## config.mk

```make
export PLATFORM = sky130hd
export DESIGN_NAME = input_event_arbiter
export DESIGN_NICKNAME = d
export VERILOG_FILES = /design/src/rtl/input_event_arbiter.sv
export SDC_FILE = /design/constraint.sdc
export NUM_CORES = 1
export LEC_CHECK = 0
export CAP_MARGIN = 20
export CORE_ASPECT_RATIO = 2
export CORE_MARGIN = 4
export CORE_UTILIZATION = 53
export DETAILED_ROUTE_END_ITERATION = 10
export GPL_ROUTABILITY_DRIVEN = 0
export PLACE_DENSITY = 0.76
export SLEW_MARGIN = 20
export SYNTH_ARGS = -nofsm -noshare
export SYNTH_HDL_FRONTEND = slang
export SYNTH_SLANG_ARGS = --single-unit
```

## constraint.sdc

```tcl
create_clock -name clk -period 5.6 [get_ports clk]
set_input_delay 0.56 -clock clk [delete_from_list [all_inputs] [get_ports clk]]
set_output_delay 0.56 -clock clk [all_outputs]
set_load 0.005 [all_outputs]
```

## src/rtl/input_event_arbiter.sv

```systemverilog
// Merges PS/2 keyboard, PS/2 mouse and USB HID reports into one 32-bit first-word-fall-through event FIFO.
// Optional build macro INPUT_EVT_USB_DEDUP_EN: silently discard a USB report equal to the last emitted one.
module input_event_arbiter #(
  parameter int FIFO_DEPTH = 16,
  parameter int USB_BYTES  = 8
) (
  input  logic                          clk,
  input  logic                          reset_i,
  input  logic [7:0]                    kbd_code_i,
  input  logic                          kbd_strobe_i,
  input  logic                          kbd_err_i,
  input  logic [15:0]                   mouse_x_i,
  input  logic [15:0]                   mouse_y_i,
  input  logic [2:0]                    mouse_btn_i,
  input  logic [USB_BYTES*8-1:0]        usb_report_i,
  input  logic                          usb_valid_i,
  output logic [31:0]                   evt_data_o,
  output logic                          evt_valid_o,
  input  logic                          evt_pop_i,
  output logic [$clog2(FIFO_DEPTH):0]   evt_count_o,
  output logic [7:0]                    drop_count_o,
  input  logic                          drop_clr_i
);
  localparam int AW = $clog2(FIFO_DEPTH);
  localparam int CW = AW + 1;
  localparam int RW = USB_BYTES * 8;

  typedef enum logic [1:0] {ST_ARB, ST_USB1, ST_USB2} state_e;
  typedef enum logic [1:0] {SRC_KBD = 2'd0, SRC_USB = 2'd1, SRC_MOUSE = 2'd2} src_e;

  function automatic src_e next_src(src_e s);
    case (s)
      SRC_KBD: return SRC_USB;
      SRC_USB: return SRC_MOUSE;
      default: return SRC_KBD;
    endcase
  endfunction

  function automatic logic [31:0] usb_word(logic [1:0] part, logic [RW-1:0] rep);
    case (part)
      2'd0:    return {SRC_USB, 1'b0, 5'd0, rep[23:0]};
      2'd1:    return {SRC_USB, 1'b0, 5'd1, rep[47:24]};
      default: return {SRC_USB, 1'b0, 5'd2, 8'd0, rep[63:48]};
    endcase
  endfunction

  state_e            state_q, state_d;
  src_e              rr_q, rr_d;
  logic              kbd_pend_q, kbd_pend_d, kbd_err_q, kbd_err_d;
  logic [7:0]        kbd_code_q, kbd_code_d;
  logic              mouse_pend_q, mouse_pend_d;
  logic [15:0]       mouse_x_q, mouse_x_d, mouse_y_q, mouse_y_d;
  logic [2:0]        mouse_btn_q, mouse_btn_d;
  logic              usb_pend_q, usb_pend_d;
  logic [RW-1:0]     usb_rep_q, usb_rep_d;
  logic [AW-1:0]     wr_ptr_q, wr_ptr_d, rd_ptr_q, rd_ptr_d;
  logic [CW-1:0]     count_q, count_d;
  logic [7:0]        drop_q, drop_d;
  logic [31:0]       mem_q [FIFO_DEPTH];

  logic [2:0]        src_ok;
  logic              grant_vld, push, pop, usb_grant, usb_busy, usb_dup;
  logic              kbd_drop, usb_drop;
  src_e              grant_src, cand;
  logic [31:0]       push_word;
  logic [8:0]        drop_sum;

`ifdef INPUT_EVT_USB_DEDUP_EN
  logic [RW-1:0] last_rep_q, last_rep_d;
  assign last_rep_d = usb_grant ? usb_rep_q : last_rep_q;
  assign usb_dup    = (usb_report_i == last_rep_q);
  always_ff @(posedge clk or posedge reset_i) begin
    if (reset_i) last_rep_q <= '0;
    else         last_rep_q <= last_rep_d;
  end
`else
  assign usb_dup = 1'b0;
`endif

  // NOTE: every signal gets a default at the top so no path leaves it unassigned (no latches).
  always_comb begin
    state_d = state_q;  rr_d = rr_q;
    kbd_pend_d = kbd_pend_q;  kbd_code_d = kbd_code_q;  kbd_err_d = kbd_err_q;
    mouse_pend_d = mouse_pend_q;  mouse_x_d = mouse_x_q;  mouse_y_d = mouse_y_q;  mouse_btn_d = mouse_btn_q;
    usb_pend_d = usb_pend_q;  usb_rep_d = usb_rep_q;
    push = 1'b0;  push_word = '0;  usb_grant = 1'b0;  kbd_drop = 1'b0;  usb_drop = 1'b0;

    // Space checks look at the registered count only; a same-cycle pop does not help.
    src_ok[SRC_KBD]   = kbd_pend_q   && (count_q < CW'(FIFO_DEPTH));
    src_ok[SRC_MOUSE] = mouse_pend_q && (count_q < CW'(FIFO_DEPTH));
    src_ok[SRC_USB]   = usb_pend_q   && ((CW'(FIFO_DEPTH) - count_q) >= CW'(3));

    grant_vld = 1'b0;  grant_src = SRC_KBD;  cand = rr_q;
    for (int k = 0; k < 3; k++) begin
      if (!grant_vld && src_ok[cand]) begin
        grant_vld = 1'b1;
        grant_src = cand;
      end
      cand = next_src(cand);
    end

    unique case (state_q)
      ST_ARB: if (grant_vld) begin
        push = 1'b1;
        rr_d = next_src(grant_src);
        case (grant_src)
          SRC_KBD: begin
            push_word  = {SRC_KBD, kbd_err_q, 5'd0, 16'd0, kbd_code_q};
            kbd_pend_d = 1'b0;
          end
          SRC_USB: begin
            push_word = usb_word(2'd0, usb_rep_q);
            usb_grant = 1'b1;
            rr_d      = rr_q;
            state_d   = ST_USB1;
          end
          default: begin
            push_word    = {SRC_MOUSE, 1'b0, 5'd0, 5'd0, mouse_btn_q, mouse_x_q[7:0], mouse_y_q[7:0]};
            mouse_pend_d = 1'b0;
          end
        endcase
      end
      ST_USB1: begin
        push = 1'b1;  push_word = usb_word(2'd1, usb_rep_q);  state_d = ST_USB2;
      end
      ST_USB2: begin
        push = 1'b1;  push_word = usb_word(2'd2, usb_rep_q);  state_d = ST_ARB;
        usb_pend_d = 1'b0;  rr_d = next_src(SRC_USB);
      end
      default: state_d = ST_ARB;
    endcase

    // Captures see the cleared pend flags, so a new event in the clearing cycle is kept.
    if (kbd_strobe_i) begin
      if (kbd_pend_d) kbd_drop = 1'b1;
      else begin
        kbd_pend_d = 1'b1;  kbd_code_d = kbd_code_i;  kbd_err_d = kbd_err_i;
      end
    end
    if ({mouse_x_i, mouse_y_i, mouse_btn_i} != {mouse_x_q, mouse_y_q, mouse_btn_q}) begin
      mouse_pend_d = 1'b1;  mouse_x_d = mouse_x_i;  mouse_y_d = mouse_y_i;  mouse_btn_d = mouse_btn_i;
    end
    usb_busy = (state_q != ST_ARB) || usb_grant;
    if (usb_valid_i && !usb_dup) begin
      if (usb_busy) usb_drop = 1'b1;
      else begin
        usb_pend_d = 1'b1;  usb_rep_d = usb_report_i;
      end
    end

    pop      = evt_pop_i && (count_q != '0);
    wr_ptr_d = wr_ptr_q + AW'(push);
    rd_ptr_d = rd_ptr_q + AW'(pop);
    count_d  = count_q + CW'(push) - CW'(pop);

    drop_sum = {1'b0, drop_q} + {8'd0, kbd_drop} + {8'd0, usb_drop};
    if (drop_clr_i)       drop_d = '0;
    else if (drop_sum[8]) drop_d = 8'hFF;
    else                  drop_d = drop_sum[7:0];
  end

  // NOTE: state uses non-blocking assignments so every flop samples pre-edge values.
  always_ff @(posedge clk or posedge reset_i) begin
    if (reset_i) begin
      state_q <= ST_ARB;  rr_q <= SRC_KBD;
      kbd_pend_q <= 1'b0;  kbd_code_q <= '0;  kbd_err_q <= 1'b0;
      mouse_pend_q <= 1'b0;  mouse_x_q <= '0;  mouse_y_q <= '0;  mouse_btn_q <= '0;
      usb_pend_q <= 1'b0;  usb_rep_q <= '0;
      wr_ptr_q <= '0;  rd_ptr_q <= '0;  count_q <= '0;  drop_q <= '0;
    end else begin
      state_q <= state_d;  rr_q <= rr_d;
      kbd_pend_q <= kbd_pend_d;  kbd_code_q <= kbd_code_d;  kbd_err_q <= kbd_err_d;
      mouse_pend_q <= mouse_pend_d;  mouse_x_q <= mouse_x_d;  mouse_y_q <= mouse_y_d;  mouse_btn_q <= mouse_btn_d;
      usb_pend_q <= usb_pend_d;  usb_rep_q <= usb_rep_d;
      wr_ptr_q <= wr_ptr_d;  rd_ptr_q <= rd_ptr_d;  count_q <= count_d;  drop_q <= drop_d;
    end
  end

  // NOTE: storage is not reset; the head is masked to zero while the FIFO is empty instead.
  always_ff @(posedge clk) begin
    if (push) mem_q[wr_ptr_q] <= push_word;
  end

  assign evt_valid_o  = (count_q != '0);
  assign evt_data_o   = evt_valid_o ? mem_q[rd_ptr_q] : '0;
  assign evt_count_o  = count_q;
  assign drop_count_o = drop_q;
endmodule

```

# --- Yosys cells after proc, flatten, opt, wreduce, memory -nomap -nowiden ---
# Memory sizes are Yosys's and may differ from the RTL's.
# Index checks and enable logic that the tools add are counted.
op_classes:
  n_addsub: 7
  muxes: 49
  n_reduce_logical: 25
  eq_ne: 10
  bitwise_logic: 2
  magnitude_cmp: 5
op_table:
  columns: ["operator", "count"]
  rows:
  - ["$pmux W32 S3", 1]
  - ["$mux W32", 2]
  - ["$pmux W32 S2", 1]
  - ["$ne A35 B35 Y1", 1]
  - ["$mux W1", 28]
  - ["$mux W8", 2]
  - ["$pmux W2 S2", 4]
  - ["$mux W2", 7]
  - ["$add A8 B1 Y9", 1]
  - ["$add A9 B1 Y9", 1]
  - ["$lt A2 B3 Y1 const B", 3]
  - ["$add A4 B1 Y4", 2]
  - ["$eq A2 B1 Y1 const B", 4]
  - ["$logic_not A2 Y1", 4]
  - ["$reduce_bool A2 Y1", 4]
  - ["$bmux W1 S2", 3]
  - ["$logic_and A1 B1 Y1", 6]
  - ["$reduce_and A2 Y1", 3]
  - ["$reduce_and A3 Y1", 2]
  - ["$add A5 B1 Y5", 1]
  - ["$ge A5 B2 Y1 const B", 1]
  - ["$lt A5 B5 Y1 const B", 1]
  - ["$reduce_bool A5 Y1", 1]
  - ["$sub A5 B1 Y5", 1]
  - ["other kinds (9)", 14]
word_totals:
  ramBits: 512
  inputBits: 114
  mem_count: 1
  output_inout_bits: 46
  elab_cells: 114
  ff_bits: 136
memory_table:
  columns: ["name", "words", "width", "rd", "rd_ports_with_merged_regs", "write_ports", "line", "text"]
  rows:
  - ["mem_q", 16, 32, 1, 0, 1, "59", "logic [31:0] mem_q [FIFO_DEPTH];"]

# --- Longest topological paths before layout ---
# Gate-level depths: netlist (run 1).
depth:
  word_depth: 22
  mapped_depth: 20
  depth_no_buf: 19

# --- Worst setup path after synthesis (run 1) ---
# OpenSTA, ideal clock, no wires.
synth_timing:
  path_type: "flip-flop to flip-flop"
  start: "register count_q[0] (netlist: evt_count_o[0])"
  end: "memory mem_q[1][0], enable pin"
  required_ns: 5.112
  stages_incl_launch_ff: 11
  period_less_slack_ns: 5.201
  setup_slack_ns: 0.399
  arrival_time_ns: 4.713
  path_cell_list: "dfrtp_1 > inv_1 > ha_1 > and2_1 > ha_1 > inv_1 > a2111oi_4 > a21o_1 > a21boi_2 > o21bai_2 > nor4_1"
synth_between:
  elab_chain_len: 16
  word_cells_on_any_way: 23
synth_lines:
  columns: ["element", "line", "text"]
  rows:
  - ["from (decl)", "57", "logic [CW-1:0] count_q, count_d;"]
  - ["from (signal assigned)", "175", "wr_ptr_q <= wr_ptr_d; rd_ptr_q <= rd_ptr_d; count_q <= count_d; drop_q <= drop_d;"]
  - ["$sub A5 B5 Y5", "91", "src_ok[SRC_USB] = usb_pend_q && ((CW'(FIFO_DEPTH) - count_q) >= CW'(3));"]
  - ["$ge A5 B2 Y1", "91", null]
  - ["$logic_and A1 B1 Y1", "91", null]
  - ["$bmux W1 S2", "95", "if (!grant_vld && src_ok[cand]) begin"]
  - ["$mux W1 (not written as such)", "95", null]
  - ["$mux W1", "95", null]
  - ["$logic_not A1 Y1", "95", null]
  - ["$logic_and A1 B1 Y1", "95", null]
  - ["$mux W1", "95", null]
  - ["$logic_not A1 Y1", "95", null]
  - ["$logic_and A1 B1 Y1", "95", null]
  - ["$mux W1 (*)", "95", null]
  - ["$mux W1 (*)", "103", "ST_ARB: if (grant_vld) begin"]
  - ["$pmux W1 S2 (*)", "102", "unique case (state_q)"]
  - ["$mux W1 (*)", "181", "if (push) mem_q[wr_ptr_q] <= push_word;"]
  - ["$mux W1 (not written as such) (*)", "181", null]
  - ["to (decl)", "59", null]
# Mark *: on every way between the ends. The rest lies on a longest branch, timed or not. The select of a mux whose other input is x is not followed.

# --- Final worst setup path (run 1) ---
layout_timing:
  start: "register count_q[0] (netlist: evt_count_o[0])"
  end: "register count_q[4] (netlist: evt_count_o[4])"
layout_between:
  elab_chain_len: 16
  word_cells_on_any_way: 25
layout_lines:
  columns: ["element", "line", "text"]
  rows:
  - ["$sub A5 B5 Y5", "91", null]
  - ["$ge A5 B2 Y1", "91", null]
  - ["$logic_and A1 B1 Y1", "91", null]
  - ["$bmux W1 S2", "95", null]
  - ["$mux W1 (not written as such)", "95", null]
  - ["$mux W1", "95", null]
  - ["$logic_not A1 Y1", "95", null]
  - ["$logic_and A1 B1 Y1", "95", null]
  - ["$mux W1", "95", null]
  - ["$logic_not A1 Y1", "95", null]
  - ["$logic_and A1 B1 Y1", "95", null]
  - ["$mux W1", "95", null]
  - ["$mux W1", "103", null]
  - ["$pmux W1 S2", "102", null]
  - ["$add A5 B1 Y5", "154", "count_d = count_q + CW'(push) - CW'(pop);"]
  - ["$sub A5 B1 Y5 (*)", "154", null]
  - ["named net count_d[4]", "57", null]
# Mark *: on every way through the listed nets, which the timed path passes. The rest lies on a longest branch. The select of a mux whose other input is x is not followed.
# A chain may end at the register's enable or synchronous reset.

==> impl_metrics.yaml, run 1 <==
run_status:
  status: "finished, final reports clean"
routing:
  detail_route.iter0.violations: 1046
  first_pass_iters: 6
  wirelength_mm: 53.0
  route.detailed.drc: 0
  antenna_left: 0
  avgRoutedWirePerCell_um: 27.0
  num_vias: 12000
  drt-vias-per-instance: 6.13
clocking:
  cts.root.buffer_cell: "sky130_fd_sc_hd__clkbuf_16"
  hold_buffer_count_at_cts: 0
  tritoncts: "done"
  cts_repair_resize_count: 0
  cts_max_level: 2
  clock_tree.buffer_depth: 3
  clock_insertion_delay_worst_skew_ns: 0.57
  clkTransAtPathRegs_ns: 0.07
  cts_num_sinks: 600
  cts.repair_timing.setup_buffer_count: 0
  cts_inserted_buffers: 47
grt:
  grt.met1_usage_pct: 26.7
  grt_first_pass_wirelength_mm: 81.0
  via_count_of_the_first_global_routing_pass: 13000
  globalRouteTotalUtil_pct: 21.5
  grt_start_max_net_pins: 94
  use_met3_pct: 3.02
  antenna_violations_before_repair: 0
  most_crowded_layer_after_global_routing: "met2"
  globalRoute.totalOverflow: 0
  groute.layer.met2.usage_pct: 39.6
synth:
  synth-seq-cells: 600
  synthesis.area_per_instance_um2: 19.9
  synth.most_common_cell: "sky130_fd_sc_hd__edfxtp_1"
  synth_edf_count: 464
  synth.top_cells.by_area: "sky130_fd_sc_hd__edfxtp_1 57%, sky130_fd_sc_hd__dfrtp_1 14%, sky130_fd_sc_hd__mux4_2 13%"
  yosys.area_share.xor_xnor_pct: 1.73
  yosys-mux-area-fraction_pct: 17.6
  yosys_most_used_dff: "sky130_fd_sc_hd__edfxtp_1"
  postSynthCellCount: 1222
  post_synth_most_frequent_cells: "464 x sky130_fd_sc_hd__edfxtp_1, 145 x sky130_fd_sc_hd__mux4_2, 136 x sky130_fd_sc_hd__dfrtp_1"
  summed_instance_area_of_the_synthesized_netlist_mm2: 0.0243
  synthDominantAreaCellType: "sky130_fd_sc_hd__edfxtp_1"
  synth_compound_area_share_pct: 2.87
  synth_top_family_by_area: "multiplexers"
  synth.yosys.seq_area_share_pct: 71.3
  synth-simple-area-share_pct: 2.79
  synth.distinct_cells: 60
  synth_fa_ha_area_share_pct: 1.24
  yosysWarningCount: 0
  synthArstFlopShare_pct: 22.7
  synth.top_cell.area_share_pct: 57.3
sta:
  grt_setup_unrepaired: "false"
  max_clock_freq_ghz: 0.224
  worst_slew_margin_rel_pct: 28.5
  layout_min_cycle_time_ns: 4.47
  setup_tns_final_ns: 0
  report.final.hold_viol_count: 0
  finClkSkew_ns: 0.0215
  setup_viol: 0
  slew_viol_final: 0
  post-route-period-util_pct: 79.8
  timing_worst_slew_pin_value_ns: 1.07
pwr:
  worst_ir_drop_vdd_uv: 386
  power_density_mw_per_mm2: 602
  p_leak_nw: 9.83
  power_w: 0.0169
critical_path:
  worst_setup_path_end_kind: "register"
  crit_start: "evt_count_o[0]$_DFF_PP0_"
  worst_ep_arrival_time_ns: 4.93
  critical_path_peak_fanout: 18
  worstPathRequired_ns: 6.06
  crit_chain: "inv_1, ha_1, and2_1, ha_1, inv_1, a2111oi_4, a21o_1, a21boi_2, o21bai_2, ha_1, inv_1, ha_1, inv_1, fa_1, nor2_1, nor2_1, nor2_1, nor2_1, xnor2_1"
  worstPathBufferInverterCount: 4
  timing.critical_path.max_delay_family: "compound AO/OA/AOI/OAI gates"
  path_class: "register to register"
  max_stage_delay_ns: 0.84
  critical_path.reg2reg.startpoint: "evt_count_o[0]$_DFF_PP0_"
  cp-start-kind: "register"
  library_cell_contributing_the_largest_single_delay_on_the_critical_path: "sky130_fd_sc_hd__o21bai_2"
finish:
  final_design_area_excluding_fillers_mm2: 0.0281
  multi_input_combinational_cell_area_mm2: 0.00657
  number_of_diodes_added_for_antenna_fixing: 0
  drive_above_1_share_pct: 26.4
  fin_nets: 1502
  sequential_cell_area_mm2: 0.0173
  num-fill-cells: 3062
  areaGrowthSynthToFinish_pct: 15.5
floorplanning:
  dieHeight_um: 311
  fp.dieArea_mm2: 0.0496
  core_area_mm2: 0.0453
  initial_utilization_pct: 53.7
  top_level_ports: 160
  number_of_placement_rows: 110
  die_outline_width_um: 160
run:
  cap_viol_max_count: 0
placed_design:
  placement.cell_area_mm2: 0.0265
  portBuffers: 156
  detailed_place_hpwl_mm: 32.4
worst_hold_path:
  min_path_type: "primary input to register"
  hold_path_startpoint: "mouse_x_i[11]"
## stage by stage
step / worst slack, ns / util [%] / hold slack [ns] / std cells
2_1_floorplan: 0.399 / - / 0.465 / 1224
3_3_place_gp: 1.29 / 58.5 / 0.476 / 1874
3_5_place_dp: 1.12 / 58.5 / 0.485 / 1874
4_1_cts: 1.10 / 61.9 / 0.452 / 1961
5_1_grt: 0.876 / 62.1 / 0.456 / 1963
6_report: 1.13 / 62.1 / 0.468 / 1963
## path summary, 6_finish.rpt
path,endpoint,slack [ns],depth (start not counted)
max,evt_count_o[4]$_DFF_PP0_,1.13,19
min in group asynchronous,mouse_x_q[8]$_DFFE_PP0P_,0.54,2
max in group asynchronous,mouse_x_q[13]$_DFFE_PP0P_,3.92,3
min,mouse_x_q[11]$_DFFE_PP0P_,0.47,1
min reg2reg,kbd_err_q$_DFFE_PP0P_,0.50,1
max reg2reg,evt_count_o[4]$_DFF_PP0_,1.13,19
## logic make-up after synthesis
family	count (synthesis)
flops	600
mux	220
simple gates	126
fa+ha+maj	23
xor+xnor	48
compound gates	84
buf+inv	120
other cells	1
## registers in the layout, summed over array words and instances (netlist names), 2 cells and up
name / count
mouse_x_q: 16
drop_count_o: 8
wr_ptr_q: 4
rd_ptr_q: 4
usb_rep_q: 64
evt_count_o: 5
kbd_code_q: 8
mouse_y_q: 16
mem_q: 464
rr_q: 2
state_q: 2
mouse_btn_q: 3
## area by class of cell
class / instances / share of cell area, %
Sequential cell: 600 / 61.7
Multi-Input combinational cell: 504 / 23.4
Timing Repair Buffer: 192 / 6.65
Clock buffer: 59 / 4.60
Tap cell: 560 / 2.49
Inverter: 20 / 0.285
Clock inverter: 28 / 0.864
## routing by layer
| metal | wire (um) | up-vias |
|---|---|---|
| li1 | - | 5136 |
| met2 | 29400 | 502 |
| met4 | 1300 | 0 |
| met3 | 3440 | 80 |
| met1 | 18900 | 6306 |
| met5 | 0 | - |
## power breakdown
part	total, W	internal, W	switching (W)
Combinational	0.00625	0.00299	0.00325
Sequential	0.00735	0.00678	0.000571
Clock	0.00333	0.00183	0.00150
## cell usage in the layout, fill, tap and decap left out, drive strengths merged, types with 20 or more instances in the layout
master,instances
edfxtp,464
clkdlybuf4s50,156
mux4,145
dfrtp,136
mux2,74
clkbuf,61
xor2,37
and2,34
buf,34
nor2,23
ha,21
inv,21
a21oi,21
nand2,20
Note: power is estimated with default switching activity, not from simulation.
==> inputs of run 2 (changes only) <==
==> constraint.sdc (replaced) <==
create_clock -name clk -period 3.84 [get_ports clk]
set_input_delay 0.384 -clock clk [delete_from_list [all_inputs] [get_ports clk]]
set_output_delay 0.384 -clock clk [all_outputs]
set_load 0.005 [all_outputs]
==> impl_metrics.yaml, run 2 (synthesis gave the netlist of run 1 again) <==
routing:
  routed-wl-met3_mm: 3.55
  detail_route.iter0.violations: 981
  top_signal_layer_used: "met4"
  first_pass_iters: 7
  antenna_left: 0
  route.detailed.drc: 0
  avgRoutedWirePerCell_um: 26.9
  drt-vias-per-instance: 6.10
  m1WireLength_mm: 18.6
  wirelength_mm: 54.1
  wl_met2_mm: 30.0
  num_vias: 12300
pwr:
  power.switching_fraction_pct: 31.5
  worst_ir_drop_vdd_uv: 544
  combinationalPowerShare_pct: 39.1
  power.share.clock_pct: 18.7
  p_leak_nw: 10.1
  power_frac_seq_pct: 42.2
  power_w: 0.0253
  intPower_w: 0.0173
  net-switching-power_w: 0.00795
  power_density_mw_per_mm2: 884
grt:
  antenna_violations_before_repair: 0
  globalRoute.totalOverflow: 0
  via_count_of_the_first_global_routing_pass: 13300
  globalRouteTotalUtil_pct: 22.0
  grt_first_pass_wirelength_mm: 81.9
  grt_start_max_net_pins: 137
finish:
  number_of_diodes_added_for_antenna_fixing: 0
  multi_input_combinational_cell_area_mm2: 0.00658
  layout_commonest_cell: "sky130_fd_sc_hd__edfxtp_1"
  largest_register_ff_count: 464
  num-fill-cells: 3043
  drive_above_1_share_pct: 28.1
  fin_nets: 1553
  sequential_cell_area_mm2: 0.0173
  layout.cells.most_common_list: "464 x sky130_fd_sc_hd__edfxtp_1, 156 x sky130_fd_sc_hd__clkdlybuf4s50_1, 145 x sky130_fd_sc_hd__mux4_2"
  registers.top_by_ff_count: "mem_q"
  biggestRegsByFlops: "mem_q: 464 flops, usb_rep_q: 64 flops"
  areaGrowthSynthToFinish_pct: 17.5
critical_path:
  critical_path.reg2reg.startpoint: "evt_count_o[2]$_DFF_PP0_"
  crit_start: "rd_ptr_q[1]$_DFF_PP0_"
  path_class: "register to primary output"
  worstPathRequired_ns: 3.46
  worst_setup_path_end_kind: "primary output"
  worst_ep_arrival_time_ns: 3.32
  critical_path_peak_fanout: 47
  cp-start-kind: "register"
sta:
  setup_tns_final_ns: 0
  worst_slew_margin_rel_pct: 44.1
  layout_min_cycle_time_ns: 3.71
  slew_viol_final: 0
  post-route-period-util_pct: 96.5
  setup_viol: 0
  finClkSkew_ns: 0.0181
  timing_worst_slew_pin_value_ns: 0.831
  max_clock_freq_ghz: 0.270
  report.final.hold_viol_count: 0
run:
  cap_viol_max_count: 0
floorplanning:
  fp.dieArea_mm2: 0.0496
  die_outline_width_um: 160
  initial_utilization_pct: 53.7
  core_area_mm2: 0.0453
  number_of_placement_rows: 110
  dieHeight_um: 311
  top_level_ports: 160
clocking:
  tritoncts: "done"
  clock_tree.buffer_depth: 3
  cts.root.buffer_cell: "sky130_fd_sc_hd__clkbuf_16"
  cts_num_sinks: 600
  clock_insertion_delay_worst_skew_ns: 0.57
  cts_inserted_buffers: 47
  hold_buffer_count_at_cts: 0
  clkTransAtPathRegs_ns: 0.07
  cts_max_level: 2
run_status:
  status: "finished, final reports clean"
worst_hold_path:
  hold_path_startpoint: "mouse_y_i[11]"
  min_path_type: "primary input to register"
placed_design:
  portBuffers: 156
  detailed_place_hpwl_mm: 32.9
-- run 2: changes by cell type in the layout (fill, tap and decap cells not counted), sizes merged --
cell	delta
buf	+53
clkinvlp	-3
clkbuf	+2
bufinv	-1
clkinv	-1
inv	-1
-- run 2: worst paths after layout --
check | to | slack, ns | cells after the start
max in group asynchronous | rd_ptr_q[0]$_DFF_PP0_ | 2.90 | 3
min in group asynchronous | evt_count_o[0]$_DFF_PP0_ | 0.40 | 3
worst min register to register | kbd_code_q[5]$_DFFE_PP0P_ | 0.50 | 1
worst max-delay path | evt_data_o[25] | 0.13 | 5
worst min-delay path | mouse_y_q[11]$_DFFE_PP0P_ | 0.30 | 1
worst max register to register | evt_count_o[4]$_DFF_PP0_ | 0.18 | 20
-- run 2: critical path: stages, from the launching register on --
cell and delay (ns):
sky130_fd_sc_hd__dfrtp_4 0.82, sky130_fd_sc_hd__buf_12 0.35, sky130_fd_sc_hd__mux4_2 0.39, sky130_fd_sc_hd__mux4_2 0.51, sky130_fd_sc_hd__and2_1 0.22, sky130_fd_sc_hd__clkdlybuf4s50_1 0.46
-- run 2: metrics by stage --
| stage | instances | setup slack [ns] | utilization (%) | cell area, um2 | hold WS [ns] |
|---|---|---|---|---|---|
| after floorplan | 1224 | -0.760 | - | 24400 | 0.465 |
| after global placement | 1907 | 0.230 | 59.5 | 26900 | 0.479 |
| after detailed placement | 1907 | 0.0802 | 59.5 | 26900 | 0.486 |
| after CTS | 1992 | -0.00421 | 62.7 | 28400 | 0.282 |
| after global routing | 2012 | -0.00451 | 63.1 | 28600 | 0.292 |
| final | 2012 | 0.134 | 63.1 | 28600 | 0.301 |
-- run 2: metal layers --
layer | GRT usage, % | up-vias
met2 | 40.7 | 531
li1 | - | 5240
met4 | 8.08 | 0
met5 | 0 | -
met3 | 2.86 | 98
met1 | 26.1 | 6406
-- run 2: repair_timing --
| item | in CTS | in global routing |
|---|---|---|
| setup buffers | 0 | 20 |
| pin swaps | 0 | 4 |
| endpoints found under the setup margin | 1 | 20 |
| gates resized for setup | 1 | 6 |
| hold endpoints to repair | 0 | 0 |
-- run 2: area by class of cell --
| type | instances | share of cell area [%] |
|---|---|---|
| inverter | 20 | 0.276 |
| timing repair buffer | 243 | 8.37 |
| sequential | 600 | 60.7 |
| clock inverter | 22 | 0.639 |
| tap | 560 | 2.45 |
| clock buffer | 63 | 4.54 |
| multi-input combinational | 504 | 23.0 |
-- run 2: power by group through the flow --
stage / registers (W) / logic, W / clock network, W
final: 0.0107 / 0.00988 / 0.00472
after global routing: 0.0108 / 0.0106 / 0.00510
after CTS: 0.0107 / 0.00978 / 0.00481
after detailed placement: 0.0108 / 0.00970 / 0
after global placement: 0.0107 / 0.00949 / 0
after floorplan: 0.0104 / 0.00627 / 0
==> inputs of run 3 (changes only) <==
--- a/config.mk
+++ b/config.mk
@@ -8,10 +8,11 @@
 export CAP_MARGIN = 20
 export CORE_ASPECT_RATIO = 2
 export CORE_MARGIN = 4
-export CORE_UTILIZATION = 53
+export CORE_UTILIZATION = 55
+export CTS_BUF_LIST = sky130_fd_sc_hd__clkbuf_2
 export DETAILED_ROUTE_END_ITERATION = 10
 export GPL_ROUTABILITY_DRIVEN = 0
-export PLACE_DENSITY = 0.76
+export PLACE_DENSITY = 0.78
 export SLEW_MARGIN = 20
 export SYNTH_ARGS = -nofsm -noshare
 export SYNTH_HDL_FRONTEND = slang
==> impl_metrics.yaml, run 3 (synthesis gave the netlist of run 1 again) <==
finish:
  drive_above_1_share_pct: 34.6
  layout.cells.most_common_list: "464 x sky130_fd_sc_hd__edfxtp_1, 169 x sky130_fd_sc_hd__clkbuf_2, 145 x sky130_fd_sc_hd__mux4_2"
  registers.top_by_ff_count: "mem_q"
  largest_register_ff_count: 464
  fin_nets: 1776
  biggestRegsByFlops: "mem_q: 464 flops, usb_rep_q: 64 flops"
  areaGrowthSynthToFinish_pct: 23.0
  num-fill-cells: 2658
  stdcell_count: 2281
  layout_commonest_cell: "sky130_fd_sc_hd__edfxtp_1"
clocking:
  tritoncts: "done"
  cts.root.buffer_cell: "sky130_fd_sc_hd__clkbuf_2"
  clock_insertion_delay_worst_skew_ns: 1.12
  cts_num_sinks: 600
  clock_tree.buffer_depth: 3
  clkTransAtPathRegs_ns: 0.11
  cts_inserted_buffers: 114
  cts_max_level: 3
critical_path:
  cp-start-kind: "register"
  path_class: "register to primary output"
  worst_setup_path_end_kind: "primary output"
  reg2reg_setup_slack_ns: 0.12
  worst_ep_arrival_time_ns: 3.45
  worstPathRequired_ns: 3.46
  library_cell_contributing_the_largest_single_delay_on_the_critical_path: "sky130_fd_sc_hd__mux4_2"
  critical_path_peak_fanout: 7
  crit_chain: "buf_12, buf_12, buf_16, buf_8, mux4_2, mux4_2, and2_4, buf_6"
  max_stage_delay_ns: 0.54
pwr:
  worst_ir_drop_vdd_uv: 480
  power_density_mw_per_mm2: 848
  p_leak_nw: 11.1
  power_w: 0.0254
floorplanning:
  core_area_mm2: 0.0436
  number_of_placement_rows: 108
  dieHeight_um: 305
  fp.dieArea_mm2: 0.0479
  die_outline_width_um: 157
  initial_utilization_pct: 55.7
  top_level_ports: 160
grt:
  grt.met1_usage_pct: 30.6
  groute.layer.met2.usage_pct: 48.3
  globalRouteTotalUtil_pct: 26.5
  most_crowded_layer_after_global_routing: "met2"
  antenna_violations_before_repair: 2
  grt_start_max_net_pins: 91
  use_met3_pct: 4.69
  via_count_of_the_first_global_routing_pass: 15200
  grt_first_pass_wirelength_mm: 93.1
  globalRoute.totalOverflow: 0
worst_hold_path:
  min_path_type: "primary input to register"
routing:
  first_pass_iters: 5
  detail_route.iter0.violations: 975
  avgRoutedWirePerCell_um: 27.1
  drt-vias-per-instance: 6.01
  antenna_left: 0
  num_vias: 13700
  route.detailed.drc: 0
  wirelength_mm: 61.7
sta:
  report.final.hold_viol_count: 0
  timing_worst_slew_pin_value_ns: 0.984
  post-route-period-util_pct: 99.8
  grt_setup_unrepaired: "true"
  worst_slew_margin_rel_pct: 33.8
  setup_viol: 0
  slew_viol_final: 0
  whs_ns: 0.222
  finClkSkew_ns: 0.0649
  layout_min_cycle_time_ns: 3.83
  max_clock_freq_ghz: 0.261
placed_design:
  detailed_place_hpwl_mm: 33.9
  portBuffers: 156
  numPlacedInstances: 1910
run_status:
  status: "finished, final reports clean"
run:
  cap_viol_max_count: 0
==> run 3: cell type report <==
class | count | area, um2 | share of cell area (%)
antenna | 2 | 5.00 | 0.0167
clock buffer | 157 | 786 | 2.62
clock inverter | 49 | 298 | 0.995
inverter | 20 | 78.8 | 0.263
multi-input combinational | 504 | 6610 | 22.1
sequential | 600 | 17300 | 57.9
tap | 550 | 688 | 2.30
timing repair buffer | 399 | 4120 | 13.8
==> run 3: repair_timing <==
item                       CTS  global route
hold buffers               111             0
setup endpoints to repair   29            27
buffers inserted            40             7
gates resized for setup    121            38
cloned                       9             1
hold endpoints to repair   142             0
pin swaps                    0             1
==> run 3: report_power, final <==
part / switching [W] / total (W) / internal, W
Clock: 0.00233 / 0.00372 / 0.00138
Combinational: 0.00558 / 0.0111 / 0.00555
Sequential: 0.000708 / 0.0105 / 0.00983
Total: 0.00862 / 0.0254 / 0.0168
==> run 3: worst max-delay path: cells and delay by family, from the launching register on <==
family / cells / cell delay [ns]
buffers and inverters: 5 / 0.68
flip-flops: 1 / 0.53
multiplexers: 2 / 0.97
AND/OR/NAND/NOR: 1 / 0.19
==> run 3: per-stage QoR <==
stage               cell area [um2]  setup WS (ns)  setup TNS, ns  utilization [%]
floorplan                     24400         -0.760        -220.94                -
global placement              27000          0.303              0             61.8
detailed placement            27000          0.200              0             61.8
CTS                           30000        -0.0654         -0.488             68.6
global route                  29900         -0.104         -0.477             68.6
finish                        29900        0.00822              0             68.6
==> run 3: final timing paths <==
path / start / to / cells after the start
max: rd_ptr_q[0]$_DFF_PP0_ / evt_data_o[7] / 8
min reg2reg: rd_ptr_q[3]$_DFF_PP0_ / rd_ptr_q[3]$_DFF_PP0_ / 1
min in group asynchronous: reset_i / usb_rep_q[19]$_DFFE_PP0P_ / 3
min: evt_pop_i / rd_ptr_q[0]$_DFF_PP0_ / 3
max in group asynchronous: reset_i / rd_ptr_q[1]$_DFF_PP0_ / 4
max reg2reg: evt_count_o[1]$_DFF_PP0_ / drop_count_o[3]$_DFF_PP0_ / 16
==> run 3: routing by layer <==
layer / share of wire [%] / up-vias
li1: - / 5772
met1: 33 / 7055
met2: 56 / 768
met3: 7.0 / 121
met4: 3.9 / 0
met5: 0 / -
